==> src/rtl/mem_arb_pkg.sv <==
`default_nettype none
// ============================================================================
// Module      : mem_arb_pkg
// Description : Shared types and constants for the mem_port_arbiter slice.
// Revision    : 1.0 - initial release
// ============================================================================
package mem_arb_pkg;

    localparam int OWNER_W = 2;

    typedef enum logic [OWNER_W-1:0] {
        NONE  = 2'd0,
        FETCH = 2'd1,
        DATA  = 2'd2
    } rd_owner_t;

    // Round-robin pointer values: which port wins the next conflict.
    localparam logic RR_FETCH = 1'b0;
    localparam logic RR_DATA  = 1'b1;

endpackage
`default_nettype wire

==> src/rtl/mem_arb_grant.sv <==
`default_nettype none
// ============================================================================
// Module      : mem_arb_grant
// Description : Combinational two-port grant logic; on a conflict the port
//               named by i_rr_ptr wins. No grants while reset is high.
// Revision    : 1.0 - initial release
// ============================================================================
module mem_arb_grant
    import mem_arb_pkg::*;
(
    input  logic reset,
    input  logic i_fetch_req,
    input  logic i_data_req,
    input  logic i_rr_ptr,
    output logic o_fetch_gnt,
    output logic o_data_gnt
);

    always_comb begin
        o_fetch_gnt = 1'b0;
        o_data_gnt  = 1'b0;
        if (!reset) begin
            if (i_fetch_req && i_data_req) begin
                if (i_rr_ptr == RR_FETCH) begin
                    o_fetch_gnt = 1'b1;
                end else begin
                    o_data_gnt = 1'b1;
                end
            end else begin
                o_fetch_gnt = i_fetch_req;
                o_data_gnt  = i_data_req;
            end
        end
    end

endmodule
`default_nettype wire

==> src/rtl/mem_port_arbiter.sv <==
`default_nettype none
// ============================================================================
// Module      : mem_port_arbiter
// Description : Fetch/data front end for a single-port RAM with one-cycle
//               registered read. Define MEM_ARB_RR_EN for round-robin
//               arbitration; otherwise the data port has fixed priority.
// Revision    : 1.0 - initial release
// ============================================================================
module mem_port_arbiter
    import mem_arb_pkg::*;
#(
    parameter int DATA_WIDTH = 16,
    parameter int ADDR_WIDTH = 9
) (
    input  logic                  clk,
    input  logic                  reset,
    input  logic                  i_req,
    input  logic [ADDR_WIDTH-1:0] i_addr,
    output logic                  i_gnt,
    output logic                  i_rvalid,
    output logic [DATA_WIDTH-1:0] i_rdata,
    input  logic                  d_req,
    input  logic                  d_we,
    input  logic [ADDR_WIDTH-1:0] d_addr,
    input  logic [DATA_WIDTH-1:0] d_wdata,
    output logic                  d_gnt,
    output logic                  d_rvalid,
    output logic [DATA_WIDTH-1:0] d_rdata,
    output logic [ADDR_WIDTH-1:0] mem_addr,
    output logic [DATA_WIDTH-1:0] mem_data,
    output logic                  mem_we,
    input  logic [DATA_WIDTH-1:0] mem_q
);

    logic                  w_i_gnt;
    logic                  w_d_gnt;
    logic                  w_rr_ptr;
    rd_owner_t             r_rd_owner_q;
    rd_owner_t             w_rd_owner_d;
    logic                  r_i_rvalid_q;
    logic                  w_i_rvalid_d;
    logic                  r_d_rvalid_q;
    logic                  w_d_rvalid_d;
    logic [DATA_WIDTH-1:0] r_i_rdata_q;
    logic [DATA_WIDTH-1:0] w_i_rdata_d;
    logic [DATA_WIDTH-1:0] r_d_rdata_q;
    logic [DATA_WIDTH-1:0] w_d_rdata_d;

`ifdef MEM_ARB_RR_EN
    logic r_rr_ptr_q;
    logic w_rr_ptr_d;

    // Pointer only moves on cycles where both ports compete.
    always_comb begin
        w_rr_ptr_d = r_rr_ptr_q;
        if (i_req && d_req) begin
            w_rr_ptr_d = ~r_rr_ptr_q;
        end
    end

    always_ff @(posedge clk) begin
        if (reset) begin
            r_rr_ptr_q <= RR_FETCH;
        end else begin
            r_rr_ptr_q <= w_rr_ptr_d;
        end
    end

    assign w_rr_ptr = r_rr_ptr_q;
`else
    assign w_rr_ptr = RR_DATA;
`endif

    mem_arb_grant u_grant (
        .reset       (reset),
        .i_fetch_req (i_req),
        .i_data_req  (d_req),
        .i_rr_ptr    (w_rr_ptr),
        .o_fetch_gnt (w_i_gnt),
        .o_data_gnt  (w_d_gnt)
    );

    assign i_gnt    = w_i_gnt;
    assign d_gnt    = w_d_gnt;
    assign mem_addr = w_i_gnt ? i_addr : d_addr;
    assign mem_data = d_wdata;
    assign mem_we   = w_d_gnt & d_we;
    assign i_rvalid = r_i_rvalid_q;
    assign d_rvalid = r_d_rvalid_q;
    assign i_rdata  = r_i_rdata_q;
    assign d_rdata  = r_d_rdata_q;

    // mem_q is valid the cycle after a read grant; capture it for its owner.
    always_comb begin
        w_rd_owner_d = NONE;
        if (w_i_gnt) begin
            w_rd_owner_d = FETCH;
        end else if (w_d_gnt && !d_we) begin
            w_rd_owner_d = DATA;
        end
        w_i_rvalid_d = (r_rd_owner_q == FETCH);
        w_d_rvalid_d = (r_rd_owner_q == DATA);
        w_i_rdata_d  = (r_rd_owner_q == FETCH) ? mem_q : r_i_rdata_q;
        w_d_rdata_d  = (r_rd_owner_q == DATA)  ? mem_q : r_d_rdata_q;
    end

    always_ff @(posedge clk) begin
        if (reset) begin
            r_rd_owner_q <= NONE;
            r_i_rvalid_q <= 1'b0;
            r_d_rvalid_q <= 1'b0;
            r_i_rdata_q  <= '0;
            r_d_rdata_q  <= '0;
        end else begin
            r_rd_owner_q <= w_rd_owner_d;
            r_i_rvalid_q <= w_i_rvalid_d;
            r_d_rvalid_q <= w_d_rvalid_d;
            r_i_rdata_q  <= w_i_rdata_d;
            r_d_rdata_q  <= w_d_rdata_d;
        end
    end

endmodule
`default_nettype wire
==> config.mk <==
export PLATFORM = sky130hd
export DESIGN_NAME = mem_port_arbiter
export DESIGN_NICKNAME = d
export VERILOG_FILES = /design/src/rtl/mem_arb_pkg.sv /design/src/rtl/mem_arb_grant.sv /design/src/rtl/mem_port_arbiter.sv
export SDC_FILE = /design/constraint.sdc
export NUM_CORES = 1
export LEC_CHECK = 0
export BUFFER_PORTS_ARGS = -buffer_cell sky130_fd_sc_hd__buf_2
export CORE_ASPECT_RATIO = 0.9
export CORE_UTILIZATION = 40
export DETAILED_ROUTE_END_ITERATION = 7
export PLACE_DENSITY = 0.78
export SYNTH_ARGS = -nofsm -noshare
export SYNTH_HDL_FRONTEND = slang
export SYNTH_HIERARCHICAL = 1
export SYNTH_SLANG_ARGS = --single-unit
==> constraint.sdc <==
create_clock -name clk -period 1.4 [get_ports clk]
set_input_delay 0.07 -clock clk [delete_from_list [all_inputs] [get_ports clk]]
set_output_delay 0.07 -clock clk [all_outputs]
set_load 0.005 [all_outputs]
==> metrics.txt, run 1 <==
# TYPE chip_impl_metric gauge
chip_impl_info{name="outcome",value="finished, final reports clean"} 1
chip_impl_metric{name="place_congestion",unit=""} 0.758
chip_impl_metric{name="clock_tree_buf_depth",unit=""} 2
chip_impl_info{name="clk_root_buffer_cell",value="sky130_fd_sc_hd__clkbuf_8"} 1
chip_impl_info{name="grt_setup_unrepaired",value="no"} 1
chip_impl_metric{name="cts.clk_slew.worst_paths",unit="ns"} 0.07
chip_impl_metric{name="core.rowCount",unit=""} 22
chip_impl_metric{name="numCtsBuffers",unit=""} 5
chip_impl_metric{name="report.final.setup_viol",unit=""} 0
chip_impl_metric{name="gr-total-overflow",unit=""} 0
chip_impl_metric{name="initial_antenna_violation_count",unit=""} 0
chip_impl_metric{name="grt_max_degree",unit=""} 54
chip_impl_info{name="tritoncts",value="built"} 1
chip_impl_metric{name="share_of_the_yosys_chip_area_belonging_to_registers",unit="%"} 42.2
chip_impl_info{name="critPathKind",value="in2out"} 1
chip_impl_metric{name="coreArea",unit="um^2"} 4070
chip_impl_metric{name="drt_iter0_drc",unit=""} 46
chip_impl_info{name="crit_slowest_cell",value="sky130_fd_sc_hd__mux2_2"} 1
chip_impl_metric{name="routed_via_density",unit=""} 4.47
chip_impl_metric{name="max_freq",unit="GHz"} 0.894
chip_impl_metric{name="initial_core_util",unit="%"} 42.0
chip_impl_metric{name="final_hold_viol_count",unit=""} 0
chip_impl_info{name="crit_path_frequent_cell",value="sky130_fd_sc_hd__buf_2"} 1
chip_impl_metric{name="num_antenna_cells",unit=""} 0
chip_impl_metric{name="synth.cell_area",unit="um^2"} 1710
chip_impl_metric{name="synth_fa_ha_area_share",unit="%"} 0
chip_impl_metric{name="io_buffer_count",unit=""} 84
chip_impl_metric{name="worstSkewPairLatency",unit="ns"} 0.28
chip_impl_metric{name="power.total",unit="mW"} 2.05
chip_impl_metric{name="peakVddDrop",unit="mV"} 0.338
chip_impl_metric{name="preCtsSetupSlack",unit="ns"} 0.274
chip_impl_metric{name="yosysUniqueCellTypes",unit=""} 15
chip_impl_metric{name="grt_first_pass_wirelength",unit="mm"} 5.44
chip_impl_metric{name="number_of_h_tree_branching_levels",unit=""} 2
chip_impl_metric{name="drt_pass1_iterations",unit=""} 5
chip_impl_metric{name="ioPinCount",unit=""} 117
chip_impl_metric{name="final.period_utilization",unit="%"} 79.9
chip_impl_metric{name="post_dp_cell_area",unit="um^2"} 2070
chip_impl_metric{name="die_area",unit="um^2"} 4540
chip_impl_metric{name="slew_violations",unit=""} 0
chip_impl_metric{name="groute.usage.overall",unit="%"} 15.7
chip_impl_metric{name="antenna_violating_nets_post_route",unit=""} 0
chip_impl_metric{name="dr_total_vias",unit=""} 1283
chip_impl_info{name="rr_endpoint",value="d_rdata[5]$_SDFFE_PP0N_"} 1
chip_impl_metric{name="yosys-mux-area-fraction",unit="%"} 24.7
chip_impl_metric{name="static-leakage-power",unit="nW"} 1.12
chip_impl_metric{name="die_outline_width",unit="um"} 70.9
chip_impl_metric{name="clock_sink_count",unit=""} 36
chip_impl_metric{name="synth-xor-area-share",unit="%"} 0
chip_impl_metric{name="r2r_setup_slack",unit="ns"} 0.41
chip_impl_metric{name="final_cells",unit=""} 287
chip_impl_metric{name="worst-endpoint-arrival",unit="ns"} 1.05
chip_impl_metric{name="critical_path_peak_fanout",unit=""} 12
chip_impl_metric{name="placed_cells_incl_taps",unit=""} 278
chip_impl_metric{name="fin_ws",unit="ns"} 0.281
chip_impl_metric{name="wl_per_cell",unit="um"} 11.7
chip_impl_info{name="setup.worst_path.start_class",value="input pin"} 1
chip_impl_metric{name="post-route-drc-count",unit=""} 0
chip_impl_info{name="worst_hold_end",value="i_rdata[11]$_SDFFE_PP0N_"} 1
chip_impl_metric{name="yosysWarningCount",unit=""} 6
chip_impl_metric{name="die_height",unit="um"} 64.0
chip_impl_metric{name="cp_data_required_time",unit="ns"} 1.33
chip_impl_metric{name="synth_simple_gate_area_share",unit="%"} 21.1
chip_impl_metric{name="ys_ff_latch",unit=""} 36
chip_impl_metric{name="grt_pass1_vias",unit=""} 1181
chip_impl_metric{name="final_core_utilization",unit="%"} 53.2
chip_impl_metric{name="layout.nets",unit=""} 293
chip_impl_info{name="worstHoldPathType",value="in2reg"} 1
chip_impl_info{name="crit_path_cell_trace",value="buf_2 -> a211oi_2 -> buf_4 -> mux2_2 -> buf_2"} 1
chip_impl_metric{name="syn_to_final_growth",unit="%"} 26.9
chip_impl_metric{name="post_cts_setup_buffers",unit=""} 0
chip_impl_info{name="top_library_cells_by_usage_in_the_layout_fill_and_taps_aside",value="sky130_fd_sc_hd__buf_2 (84), sky130_fd_sc_hd__nand2b_1 (50), sky130_fd_sc_hd__dfxtp_1 (36)"} 1
chip_impl_metric{name="max_cap_viol_count",unit=""} 0
chip_impl_info{name="hold_path.startpoint",value="mem_q[11]"} 1
chip_impl_metric{name="fillers",unit=""} 379
chip_impl_metric{name="routed_wirelength",unit="mm"} 3.35
chip_impl_metric{name="setup_tns",unit="ns"} 0
chip_impl_metric{name="hold_depth",unit=""} 3
chip_impl_metric{name="synth_compound_area_share",unit="%"} 1.32
chip_impl_metric{name="postSynthCellCount",unit=""} 165
chip_impl_info{name="regToRegStartpoint",value="r_rd_owner_q[0]$_SDFF_PP0_"} 1
chip_impl_metric{name="hpwl",unit="mm"} 2.44
chip_impl_metric{name="reg2regPathDepth",unit=""} 3
chip_impl_metric{name="final.hold.worst_slack",unit="ns"} 0.0671
chip_impl_info{name="synth_top_family_by_area",value="multiplexers"} 1
chip_impl_metric{name="drive_gt1_share",unit="%"} 45.6
chip_impl_metric{name="power.density",unit="nW/um^2"} 944
chip_impl_metric{name="synthesis.area_per_instance",unit="um^2"} 10.4
chip_impl_metric{name="postLayoutCellArea",unit="um^2"} 2170
chip_impl_info{name="cp-end-kind",value="primary output"} 1
chip_impl_metric{name="worst_clock_skew",unit="ns"} 0.00342
chip_impl_metric{name="cp_slowest_stage_delay",unit="ns"} 0.34
chip_impl_info{name="mostFrequentLayoutCell",value="sky130_fd_sc_hd__buf_2"} 1
chip_impl_metric{name="layout_min_cycle_time",unit="ns"} 1.12
==> cell type report <==
class,instances,area (um^2),area share (%)
tap,48,60.1,2.77
clock buffer,6,82.6,3.81
timing repair buffer,91,475,21.9
sequential,36,721,33.2
inverter,2,7.51,0.346
multi-input combinational,102,812,37.4
clock inverter,2,10.0,0.462
==> synthesized netlist by cell type, drive strengths merged <==
library cell  number  share of area (%)
inv                2               0.44
dfxtp             36                 42
nor2b              3                1.1
clkbuf             4               0.88
mux2               9                5.9
nand2b            50                 18
nor2               2               0.44
conb               1               0.22
buf               22                9.2
o211a              1               0.59
mux2i             32                 19
and2               1               0.37
a211oi             1               0.73
nor4b              1               0.88
==> flip-flops by register name, indices dropped and copies added (netlist names) <==
signal,count
d_rdata,16
i_rdata,16
r_rd_owner_q,2
d_rvalid,1
i_rvalid,1
==> worst max-delay path by stage <==
stage | from | to | slack, ns | depth (start not counted)
detailed placement | reset | mem_addr[6] | 0.27 | 5
global placement | reset | mem_addr[2] | 0.29 | 5
global route | reset | mem_we | 0.22 | 6
floorplan | reset | mem_addr[0] | 0.38 | 3
CTS | reset | mem_addr[6] | 0.27 | 5
finish | reset | mem_addr[6] | 0.28 | 5
==> metal layers <==
metal	track usage, %	vias up	routed length, um
met5	0	-	0
met4	9.25	0	67
met3	4.57	9	239
met2	26.6	60	1610
met1	17.4	552	1440
li1	-	662	-
==> power breakdown <==
part           switching [mW]  internal [mW]  total [mW]  leakage [nW]
sequential             0.0113           1.05        1.06         0.291
clock                   0.351          0.392       0.743        0.0510
combinational           0.102          0.144       0.246         0.775
==> logic make-up after synthesis <==
logic type | after synthesis
buf+inv | 28
other cells | 1
compound gates | 2
flops | 36
simple gates | 57
mux | 41
==> critical path: cells and delay by family <==
family | cells | cell delay (ns)
buf+inv | 3 | 0.45
mux | 1 | 0.34
compound gates | 1 | 0.18
==> repair_timing <==
item | CTS | global route
hold buffers | 1 | 0
hold endpoints to repair | 1 | 0
resized for setup | 0 | 0
Note: power is estimated with default switching activity, not from simulation.
==> run 2, diff against run 1 <==
Settings changed: ABC_AREA set to 1, PLACE_DENSITY 0.78 to 0.77.
Clock period 1.4 ns to 1.1 ns, I/O delays scaled along.
==> metrics.txt, run 2 <==
# TYPE chip_impl_metric gauge
chip_impl_metric{name="critical_path_peak_fanout",unit=""} 16
chip_impl_info{name="crit_path_cell_trace",value="buf_12 -> nor2_8 -> nor2_1 -> nor2_1"} 1
chip_impl_metric{name="setup_tns",unit="ns"} 0
chip_impl_metric{name="hold_depth",unit=""} 3
chip_impl_metric{name="synthesis.area_per_instance",unit="um^2"} 6.76
chip_impl_info{name="outcome",value="finished, final reports clean"} 1
chip_impl_metric{name="syn_to_final_growth",unit="%"} 26.2
chip_impl_metric{name="grt_max_degree",unit=""} 21
chip_impl_metric{name="worstPathBufferInverterCount",unit=""} 1
chip_impl_metric{name="layout.nets",unit=""} 387
chip_impl_metric{name="reg2regPathDepth",unit=""} 4
chip_impl_metric{name="hpwl",unit="mm"} 3.18
chip_impl_metric{name="die_area",unit="um^2"} 4640
chip_impl_metric{name="peakVddDrop",unit="mV"} 0.434
chip_impl_metric{name="numCtsBuffers",unit=""} 5
chip_impl_metric{name="routed_wirelength",unit="mm"} 4.13
chip_impl_metric{name="ioPinCount",unit=""} 117
chip_impl_metric{name="clock_sink_count",unit=""} 36
chip_impl_metric{name="io_buffer_count",unit=""} 84
chip_impl_metric{name="power.switching_fraction",unit="%"} 25.6
chip_impl_metric{name="power_frac_comb",unit="%"} 14.6
chip_impl_metric{name="power_frac_seq",unit="%"} 50.2
chip_impl_metric{name="synth.cell_area",unit="um^2"} 1750
chip_impl_metric{name="static-leakage-power",unit="nW"} 1.24
chip_impl_info{name="setup.worst_path.start_class",value="flop"} 1
chip_impl_info{name="crit_path_frequent_cell",value="sky130_fd_sc_hd__nor2_1"} 1
chip_impl_info{name="mostFrequentLayoutCell",value="sky130_fd_sc_hd__buf_2"} 1
chip_impl_metric{name="postSynthCellCount",unit=""} 259
chip_impl_metric{name="ys_ff_latch",unit=""} 36
chip_impl_metric{name="worstSkewPairLatency",unit="ns"} 0.29
chip_impl_metric{name="cts.clk_slew.worst_paths",unit="ns"} 0.07
chip_impl_metric{name="yosysWarningCount",unit=""} 6
chip_impl_info{name="crit_slowest_cell",value="sky130_fd_sc_hd__dfxtp_2"} 1
chip_impl_metric{name="cp_data_required_time",unit="ns"} 1.33
chip_impl_metric{name="r2r_setup_slack",unit="ns"} 0.10
chip_impl_metric{name="slew_violations",unit=""} 0
chip_impl_metric{name="die_outline_width",unit="um"} 71.7
chip_impl_metric{name="drt_iter0_drc",unit=""} 85
chip_impl_metric{name="gr-total-overflow",unit=""} 0
chip_impl_info{name="regToRegStartpoint",value="r_rd_owner_q[0]$_SDFF_PP0_"} 1
chip_impl_metric{name="worst-endpoint-arrival",unit="ns"} 1.23
chip_impl_metric{name="power.total",unit="mW"} 2.74
chip_impl_metric{name="power_report.internal_total",unit="mW"} 2.04
chip_impl_info{name="clk_root_buffer_cell",value="sky130_fd_sc_hd__clkbuf_8"} 1
chip_impl_metric{name="postSynth.asyncResetShare",unit="%"} 0
chip_impl_metric{name="number_of_h_tree_branching_levels",unit=""} 2
chip_impl_metric{name="synth_top_area_share",unit="%"} 41.2
chip_impl_metric{name="groute.usage.overall",unit="%"} 18.4
chip_impl_info{name="cp-end-kind",value="flop"} 1
chip_impl_metric{name="initial_core_util",unit="%"} 42.4
chip_impl_metric{name="num_antenna_cells",unit=""} 0
chip_impl_metric{name="layout_min_cycle_time",unit="ns"} 0.999
chip_impl_metric{name="antenna_violating_nets_post_route",unit=""} 0
chip_impl_info{name="hold_path.startpoint",value="reset"} 1
chip_impl_info{name="critPathKind",value="reg2reg"} 1
chip_impl_metric{name="wl_per_cell",unit="um"} 10.8
chip_impl_metric{name="final_hold_viol_count",unit=""} 0
chip_impl_metric{name="cp_slowest_stage_delay",unit="ns"} 0.36
chip_impl_metric{name="post_cts_setup_buffers",unit=""} 0
chip_impl_metric{name="post-route-drc-count",unit=""} 0
chip_impl_info{name="worstHoldPathType",value="in2reg"} 1
chip_impl_metric{name="share_of_the_yosys_chip_area_belonging_to_registers",unit="%"} 41.2
chip_impl_metric{name="die_height",unit="um"} 64.8
chip_impl_metric{name="switching_power",unit="uW"} 702
chip_impl_metric{name="coreArea",unit="um^2"} 4130
chip_impl_info{name="synth.cells.most_frequent",value="sky130_fd_sc_hd__nor2_1 (68), sky130_fd_sc_hd__nand2_1 (64), sky130_fd_sc_hd__dfxtp_1 (36), sky130_fd_sc_hd__nand3_1 (32), sky130_fd_sc_hd__inv_1 (21)"} 1
chip_impl_metric{name="initial_antenna_violation_count",unit=""} 0
chip_impl_metric{name="grt_first_pass_wirelength",unit="mm"} 6.61
chip_impl_metric{name="routed_via_density",unit=""} 4.61
chip_impl_info{name="synthFlopType",value="sky130_fd_sc_hd__dfxtp_1"} 1
chip_impl_metric{name="core.rowCount",unit=""} 22
chip_impl_metric{name="report.final.setup_viol",unit=""} 0
chip_impl_info{name="worst_path_dominant_cell_family",value="simple AND/OR/NAND/NOR gates"} 1
chip_impl_metric{name="pwr-share-clk",unit="%"} 35.2
chip_impl_metric{name="final.period_utilization",unit="%"} 90.8
chip_impl_metric{name="synth_edf_count",unit=""} 0
chip_impl_info{name="tritoncts",value="built"} 1
chip_impl_info{name="grt_setup_unrepaired",value="no"} 1
chip_impl_metric{name="power.density",unit="nW/um^2"} 1240
chip_impl_info{name="rr_endpoint",value="d_rdata[9]$_SDFFE_PP0N_"} 1
chip_impl_metric{name="grt_pass1_vias",unit=""} 1562
chip_impl_metric{name="max_cap_viol_count",unit=""} 0
chip_impl_info{name="yosys.cell_count.top_type",value="sky130_fd_sc_hd__nor2_1"} 1
chip_impl_metric{name="worst_clock_skew",unit="ns"} 0.00511
chip_impl_info{name="synth.area.top_cells",value="sky130_fd_sc_hd__dfxtp_1 (41%), sky130_fd_sc_hd__nor2_1 (15%), sky130_fd_sc_hd__nand2_1 (14%)"} 1
chip_impl_metric{name="drive_gt1_share",unit="%"} 32.4
chip_impl_metric{name="drt_pass1_iterations",unit=""} 4
chip_impl_info{name="synthDominantAreaCellType",value="sky130_fd_sc_hd__dfxtp_1"} 1
chip_impl_info{name="worst_hold_end",value="r_rd_owner_q[0]$_SDFF_PP0_"} 1
chip_impl_metric{name="max_freq",unit="GHz"} 1.00
chip_impl_metric{name="place_congestion",unit=""} 0.797
chip_impl_metric{name="clock_tree_buf_depth",unit=""} 2
chip_impl_metric{name="dr_total_vias",unit=""} 1757
chip_impl_metric{name="yosysUniqueCellTypes",unit=""} 14
chip_impl_info{name="top_library_cells_by_usage_in_the_layout_fill_and_taps_aside",value="sky130_fd_sc_hd__buf_2 (84), sky130_fd_sc_hd__nor2_1 (68), sky130_fd_sc_hd__nand2_1 (64)"} 1
## run 2: changes by cell type after synthesis, moves of 5 or more
cell,delta
sky130_fd_sc_hd__nand2_1,+64
sky130_fd_sc_hd__mux2_2,-9
sky130_fd_sc_hd__mux2i_1,-32
sky130_fd_sc_hd__nand2b_1,-50
sky130_fd_sc_hd__nor2_1,+66
sky130_fd_sc_hd__nand3_1,+32
sky130_fd_sc_hd__inv_1,+19
sky130_fd_sc_hd__buf_6,+5
## run 2: cell families after synthesis
| group | Yosys count | share of synthesized area (%) |
|---|---|---|
| buf+inv | 53 | 18.0 |
| other cells | 1 | 0.214 |
| flops | 36 | 41.2 |
| simple gates | 169 | 40.6 |
## run 2: area by class of cell
type | count | area [um^2]
Timing Repair Buffer | 93 | 503
Tap cell | 48 | 60.1
Fill cell | 414 | 1920
Inverter | 24 | 100
Multi-Input combinational cell | 172 | 729
Sequential cell | 36 | 723
Clock inverter | 2 | 10.0
Clock buffer | 6 | 82.6
## run 2: worst max-delay path by stage
| stage | cells past startpoint | endpoint | from | slack (ns) |
|---|---|---|---|---|
| 2_1_floorplan | 6 | d_rdata[13]$_SDFFE_PP0N_ | r_rd_owner_q[0]$_SDFF_PP0_ | 0.12 |
| 3_3_place_gp | 4 | d_rdata[6]$_SDFFE_PP0N_ | r_rd_owner_q[1]$_SDFF_PP0_ | 0.07 |
| 3_5_place_dp | 4 | d_rdata[2]$_SDFFE_PP0N_ | r_rd_owner_q[1]$_SDFF_PP0_ | 0.03 |
| 4_1_cts | 4 | d_rdata[9]$_SDFFE_PP0N_ | r_rd_owner_q[1]$_SDFF_PP0_ | 0.01 |
| 5_1_grt | 8 | mem_addr[4] | reset | 0.006 |
| 6_report | 4 | d_rdata[9]$_SDFFE_PP0N_ | r_rd_owner_q[0]$_SDFF_PP0_ | 0.10 |
## run 2: repair_timing
item                                    4_1_cts  5_1_grt
endpoints found under the hold margin         1        0
hold buffers                                  1        0
endpoints found under the setup margin        0       32
gates resized for setup                       0        2
## run 2: tightest hold or removal path, stage by stage
cell                     delay [ns]
sky130_fd_sc_hd__buf_2         0.10
sky130_fd_sc_hd__buf_4         0.13
sky130_fd_sc_hd__nor2_1        0.04
## run 2: layer usage
layer  track usage, %  routed length (um)  part of all wire, %  vias to the layer above
met1             19.8                1720                   42                      761
met5                0                   0                    0                        -
met3             7.00                 360                  8.7                        7
met2             32.8                1990                   48                       80
met4             6.62                  54                  1.3                        0
li1                 -                   -                    -                      909
## run 2: stage by stage
step | cells | hold WS (ns) | instance area [um^2] | worst slack, ns | util (%)
after global routing | 381 | 0.0823 | 2210 | 0.00560 | 53.5
after floorplan | 260 | 0.127 | 1750 | 0.120 | -
after CTS | 380 | 0.0683 | 2190 | 0.0138 | 53.2
final | 381 | 0.0674 | 2210 | 0.101 | 53.5
after detailed placement | 371 | 0.110 | 2090 | 0.0341 | 50.7
after global placement | 371 | 0.110 | 2090 | 0.0706 | 50.7
## run 2: power by group through the flow
| stage | clock network [mW] | logic, mW | registers (mW) |
|---|---|---|---|
| 2_1_floorplan | 0 | 0.260 | 1.41 |
| 3_3_place_gp | 0 | 0.391 | 1.41 |
| 3_5_place_dp | 0 | 0.398 | 1.41 |
| 4_1_cts | 0.997 | 0.401 | 1.38 |
| 5_1_grt | 1.06 | 0.457 | 1.38 |
| 6_report | 0.964 | 0.400 | 1.38 |
